--- config.mk ---
export PLATFORM = sky130hd
export DESIGN_NAME = shift_unit
export DESIGN_NICKNAME = d
export VERILOG_FILES = /design/src/rtl/shift_unit_pkg.sv /design/src/rtl/shift_unit_step.sv /design/src/rtl/shift_unit.sv
export SDC_FILE = /design/constraint.sdc
export NUM_CORES = 1
export LEC_CHECK = 0
export ABC_AREA = 1
export CAP_MARGIN = 20
export CORE_ASPECT_RATIO = 0.75
export CORE_MARGIN = 2
export CORE_UTILIZATION = 31
export CTS_BUF_LIST = sky130_fd_sc_hd__clkbuf_4 sky130_fd_sc_hd__clkbuf_8
export DETAILED_ROUTE_END_ITERATION = 10
export GPL_TIMING_DRIVEN = 0
export HOLD_SLACK_MARGIN = 0.06
export PLACE_DENSITY = 0.55
export SLEW_MARGIN = 20
export SYNTH_ARGS = -nofsm -noshare
export SYNTH_HDL_FRONTEND = slang
export SYNTH_SLANG_ARGS = --single-unit
--- constraint.sdc ---
create_clock -name clk -period 2 [get_ports clk]
set_clock_uncertainty 0.2 [all_clocks]
set_input_delay 0.4 -clock clk [delete_from_list [all_inputs] [get_ports clk]]
set_output_delay 0.4 -clock clk [all_outputs]
set_load 0.01 [all_outputs]
--- src/rtl/shift_unit_pkg.sv ---
// shift_unit_pkg
//   Shared definitions for the shift unit and the control unit that drives it:
//   operation codes, FSM state encoding and datapath widths.
package shift_unit_pkg;

    localparam int DATA_W = 32;
    localparam int CNT_W  = 5;

    // Operation codes; 3'b101..3'b111 are reserved and behave as "hold".
    localparam logic [2:0] OP_SLL = 3'b000;
    localparam logic [2:0] OP_SRL = 3'b001;
    localparam logic [2:0] OP_SRA = 3'b010;
    localparam logic [2:0] OP_ROL = 3'b011;
    localparam logic [2:0] OP_ROR = 3'b100;

    typedef enum logic [1:0] {
        ST_IDLE  = 2'b00,
        ST_SHIFT = 2'b01,
        ST_DONE  = 2'b10
    } state_e;

endpackage

--- src/rtl/shift_unit_step.sv ---
// shift_step
//   Combinational single-bit shift/rotate of a 32-bit value.
//   Ports:
//     op      in  3   operation code (reserved codes pass value through)
//     value   in  32  value to step
//     stepped out 32  value after one 1-bit step
module shift_step
    import shift_unit_pkg::*;
(
    input  logic [2:0]        op,
    input  logic [DATA_W-1:0] value,
    output logic [DATA_W-1:0] stepped
);

    always_comb begin
        stepped = value;
        case (op)
            OP_SLL:  stepped = {value[DATA_W-2:0], 1'b0};
            OP_SRL:  stepped = {1'b0, value[DATA_W-1:1]};
            OP_SRA:  stepped = {value[DATA_W-1], value[DATA_W-1:1]};
            OP_ROL:  stepped = {value[DATA_W-2:0], value[DATA_W-1]};
            OP_ROR:  stepped = {value[0], value[DATA_W-1:1]};
            default: stepped = value;
        endcase
    end

endmodule

--- src/rtl/shift_unit.sv ---
// shift_unit
//   Multi-cycle shifter: one 1-bit step per clock, shamt steps per operation.
//   Ports:
//     clk      in  1   system clock, rising edge
//     reset_n  in  1   asynchronous active-low reset
//     start    in  1   request pulse, only honoured in IDLE
//     op       in  3   operation code, latched on accepted start
//     data_in  in  32  operand, latched on accepted start
//     shamt    in  5   shift amount, latched on accepted start
//     data_out out 32  result register (partial while busy, valid from done on)
//     busy     out 1   high in SHIFT and DONE
//     done     out 1   one-cycle result-valid strobe
//
//   state    | meaning
//   ---------+-----------------------------------------------
//   ST_IDLE  | waiting for start
//   ST_SHIFT | stepping data_out once per edge, count down
//   ST_DONE  | result valid, done=1, back to IDLE next edge
module shift_unit
    import shift_unit_pkg::*;
(
    input  logic              clk,
    input  logic              reset_n,
    input  logic              start,
    input  logic [2:0]        op,
    input  logic [DATA_W-1:0] data_in,
    input  logic [CNT_W-1:0]  shamt,
    output logic [DATA_W-1:0] data_out,
    output logic              busy,
    output logic              done
);

    state_e            state;
    logic [2:0]        op_q;
    logic [CNT_W-1:0]  count;
    logic [DATA_W-1:0] stepped;

    shift_step u_step (
        .op      (op_q),
        .value   (data_out),
        .stepped (stepped)
    );

    // busy and done are registered alongside the state so they are
    // glitch-free and exactly track ST_SHIFT/ST_DONE.
    always_ff @(posedge clk or negedge reset_n) begin
        if (!reset_n) begin
            state    <= ST_IDLE;
            op_q     <= OP_SLL;
            count    <= '0;
            data_out <= '0;
            busy     <= 1'b0;
            done     <= 1'b0;
        end else begin
            case (state)
                ST_IDLE: begin
                    if (start) begin
                        data_out <= data_in;
                        op_q     <= op;
                        count    <= shamt;
                        busy     <= 1'b1;
                        if (shamt == '0) begin
                            state <= ST_DONE;
                            done  <= 1'b1;
                        end else begin
                            state <= ST_SHIFT;
                        end
                    end
                end
                ST_SHIFT: begin
                    data_out <= stepped;
                    count    <= count - 1'b1;
                    // Terminal count: this step is the last one.
                    if (count == CNT_W'(1)) begin
                        state <= ST_DONE;
                        done  <= 1'b1;
                    end
                end
                ST_DONE: begin
                    state <= ST_IDLE;
                    busy  <= 1'b0;
                    done  <= 1'b0;
                end
                default: begin
                    state <= ST_IDLE;
                    busy  <= 1'b0;
                    done  <= 1'b0;
                end
            endcase
        end
    end

endmodule

==> reports/results.ini <==
[run]
maxCapViolations=0

[timing]
period_needed_ns=1.92
worstMarginPinSlew_ns=0.382
hold_violations=0
drv_slew=0
relSlewSlack_pct=74.5
tns_ns=0
finalSetupViolCount=0
fmax_mhz=521
min_period_over_period_pct=96.0
rsz0062_at_grt=false

[synthesis]
synth_fa_ha_area_share_pct=0.821
synth_cells=464
synthXorXnorAreaFrac_pct=0.575
syn_area_per_cell_um2=6.57
ys_seq_elements=44
synth_top_family_by_area=simple AND/OR/NAND/NOR gates
synth-compound-area-share_pct=8.09
syn_area_um2=3050
ys_seq_area_share_pct=36.1
synth_nets=509
ys_warn_count=0
synth.distinct_cells=22
synth_mux_area_share_pct=0.370
synthSimpleGateAreaFrac_pct=40.9

[die]
die_h_um=89.9
die_area_um2=10600
coreArea_um2=9620
pin_count=77
start_util_pct=31.7
chipWidth_um=118
rows=31

[final_layout]
fin_nets=594
drive_above_1_share_pct=11.6
finalInstanceArea_um2=4110
area_delta_synth_final_pct=34.9
antennaDiodeCount=0
nFillCells=1050

[route]
drc=0
drt_wl_total_mm=8.23
first_iter_violations=185
post_drt_wl_per_cell_um=12.1
via_per_inst=4.44
final_antenna_net_count=0
drtPass1Iterations=4
route.vias.total=3025

[worst_setup_path]
crit_chain=clkdlybuf4s50_1
path_class=reg -> out
endpoint_kind=primary output
cp-start-kind=flip-flop
arrival_ns=1.32
cp_max_fo=6
cp_slowest_cell=clkdlybuf4s50_1
critPathTopFamily=buffers and inverters
crit_buf_inv=1
critPathRequiredTime_ns=1.40
max_stage_delay_ns=0.58

[placement]
gp_congestion=0.783
place_hpwl_mm=6.11
place_area_um2=3990
numPortBuffers=76

[clock_network]
htreeDepth=2
path_clk_slew_ns=0.09
cts_buffers=5
cts_tree=built
cts_resized=0
cts_setup_buffers=0
clock_latency_ns=0.30
cts_buffer_depth=2
ctsHoldBuffers=1
clkSinkCount=44
root_buffer=clkbuf_8

[pwr]
p_leak_uw=0.00204
ir_worst_vdd_uv=641
power_uw=7470
power_density_nw_per_um2=1820

[grt]
antenna_found_initial=0
grt_pass1_vias=2799
overflow=0
grt_max_degree=30
grt_pass1_wl_mm=13.7
grt_util_all_layers_pct=15.6

[run_status]
outcome=completed

[hold_path]
hp-class=reg -> reg

-- cells in the final DEF (no fill, tap or decap), types with 5 or more instances in the layout --
| cell type | count |
|---|---|
| nor2_1 | 133 |
| dfrtp_1 | 44 |
| nand3_1 | 26 |
| buf_4 | 5 |
| inv_1 | 43 |
| nand2_2 | 6 |
| nand2_1 | 110 |
| nand3_2 | 12 |
| buf_2 | 14 |
| clkbuf_8 | 5 |
| a21oi_1 | 33 |
| buf_6 | 10 |
| clkdlybuf4s50_1 | 75 |
| o21ai_0 | 10 |
-- report_power, final --
| part | leakage, µW | switching (µW) | internal, µW |
|---|---|---|---|
| logic | 0.00149 | 2760 | 2170 |
| clock network | 0.0000541 | 337 | 370 |
| registers | 0.000497 | 456 | 1370 |
-- per-layer routing --
metal	share of wire (%)	track usage [%]	up-vias
li1	-	-	1594
met1	51	22.9	1362
met2	44	24.2	67
met3	4.2	2.92	2
met4	0.41	2.98	0
met5	0	0	-
-- Yosys cell counts --
library cell / number / area share, %
nand3_1: 26 / 4.3
nand3_2: 12 / 3.9
inv_4: 1 / 0.21
o221ai_1: 1 / 0.29
ha_1: 2 / 0.82
buf_4: 5 / 1.2
buf_2: 13 / 2.1
nor2_4: 1 / 0.37
xor2_1: 2 / 0.58
a21oi_1: 33 / 5.4
o21ai_0: 10 / 1.6
nand2_2: 6 / 1.2
nand4_1: 3 / 0.62
inv_1: 43 / 5.3
mux2_2: 1 / 0.37
nor2_1: 133 / 16
nand3_4: 1 / 0.58
inv_2: 4 / 0.49
dfrtp_1: 44 / 36
o211ai_1: 3 / 0.74
nand2_1: 110 / 14
buf_6: 10 / 3.7
-- tightest hold or removal path: cells and delay by family, from the launching register on --
| family | cells | cell delay (ns) |
|---|---|---|
| flops | 1 | 0.36 |
| simple gates | 2 | 0.12 |
-- per-stage QoR --
stage	cells	hold WS, ns	utilization [%]	setup WS [ns]
4_1_cts	682	0.308	42.7	0.0541
5_1_grt	682	0.343	42.7	0.000928
6_report	682	0.302	42.7	0.0792
2_1_floorplan	464	-0.0956	-	0.524
3_3_place_gp	672	0.271	41.3	-0.980
3_5_place_dp	673	0.141	41.5	-0.0435
-- kinds of logic after synthesis --
logic type | count (synthesis)
muxes | 1
adders and majority gates | 2
DFF | 44
xor gates and xnor gates | 2
and+or+nand+nor | 292
buffers and inverters | 76
AOI/OAI and AO/OA | 47
-- state kept, by name (all words and copies together) (netlist names) --
signal / flops
busy: 1
count: 5
done: 1
state: 2
data_out: 32
op_q: 3
-- final cells by class --
class | instances | area [µm²] | share of cell area [%]
Clock buffer | 5 | 68.8 | 1.67
Multi-Input combinational cell | 344 | 1550 | 37.7
Inverter | 48 | 183 | 4.45
Clock inverter | 3 | 42.5 | 1.04
Timing Repair Buffer | 78 | 786 | 19.1
Buffer | 28 | 215 | 5.24
Sequential cell | 44 | 1100 | 26.8
Tap cell | 132 | 165 | 4.02
-- final timing paths --
path	startpoint	to	slack, ns	cells after the start
hold / removal	busy	busy	0.30	2
setup reg to reg	state[0]	data_out[3]	0.32	9
hold reg to reg	busy	busy	0.30	2
setup / recovery	data_out[1]	data_out[1]	0.08	1
min in group asynchronous	reset_n	state[1]	0.35	2
max in group asynchronous	reset_n	data_out[29]	0.76	3
No activity file was read; power rests on OpenSTA's default activity.
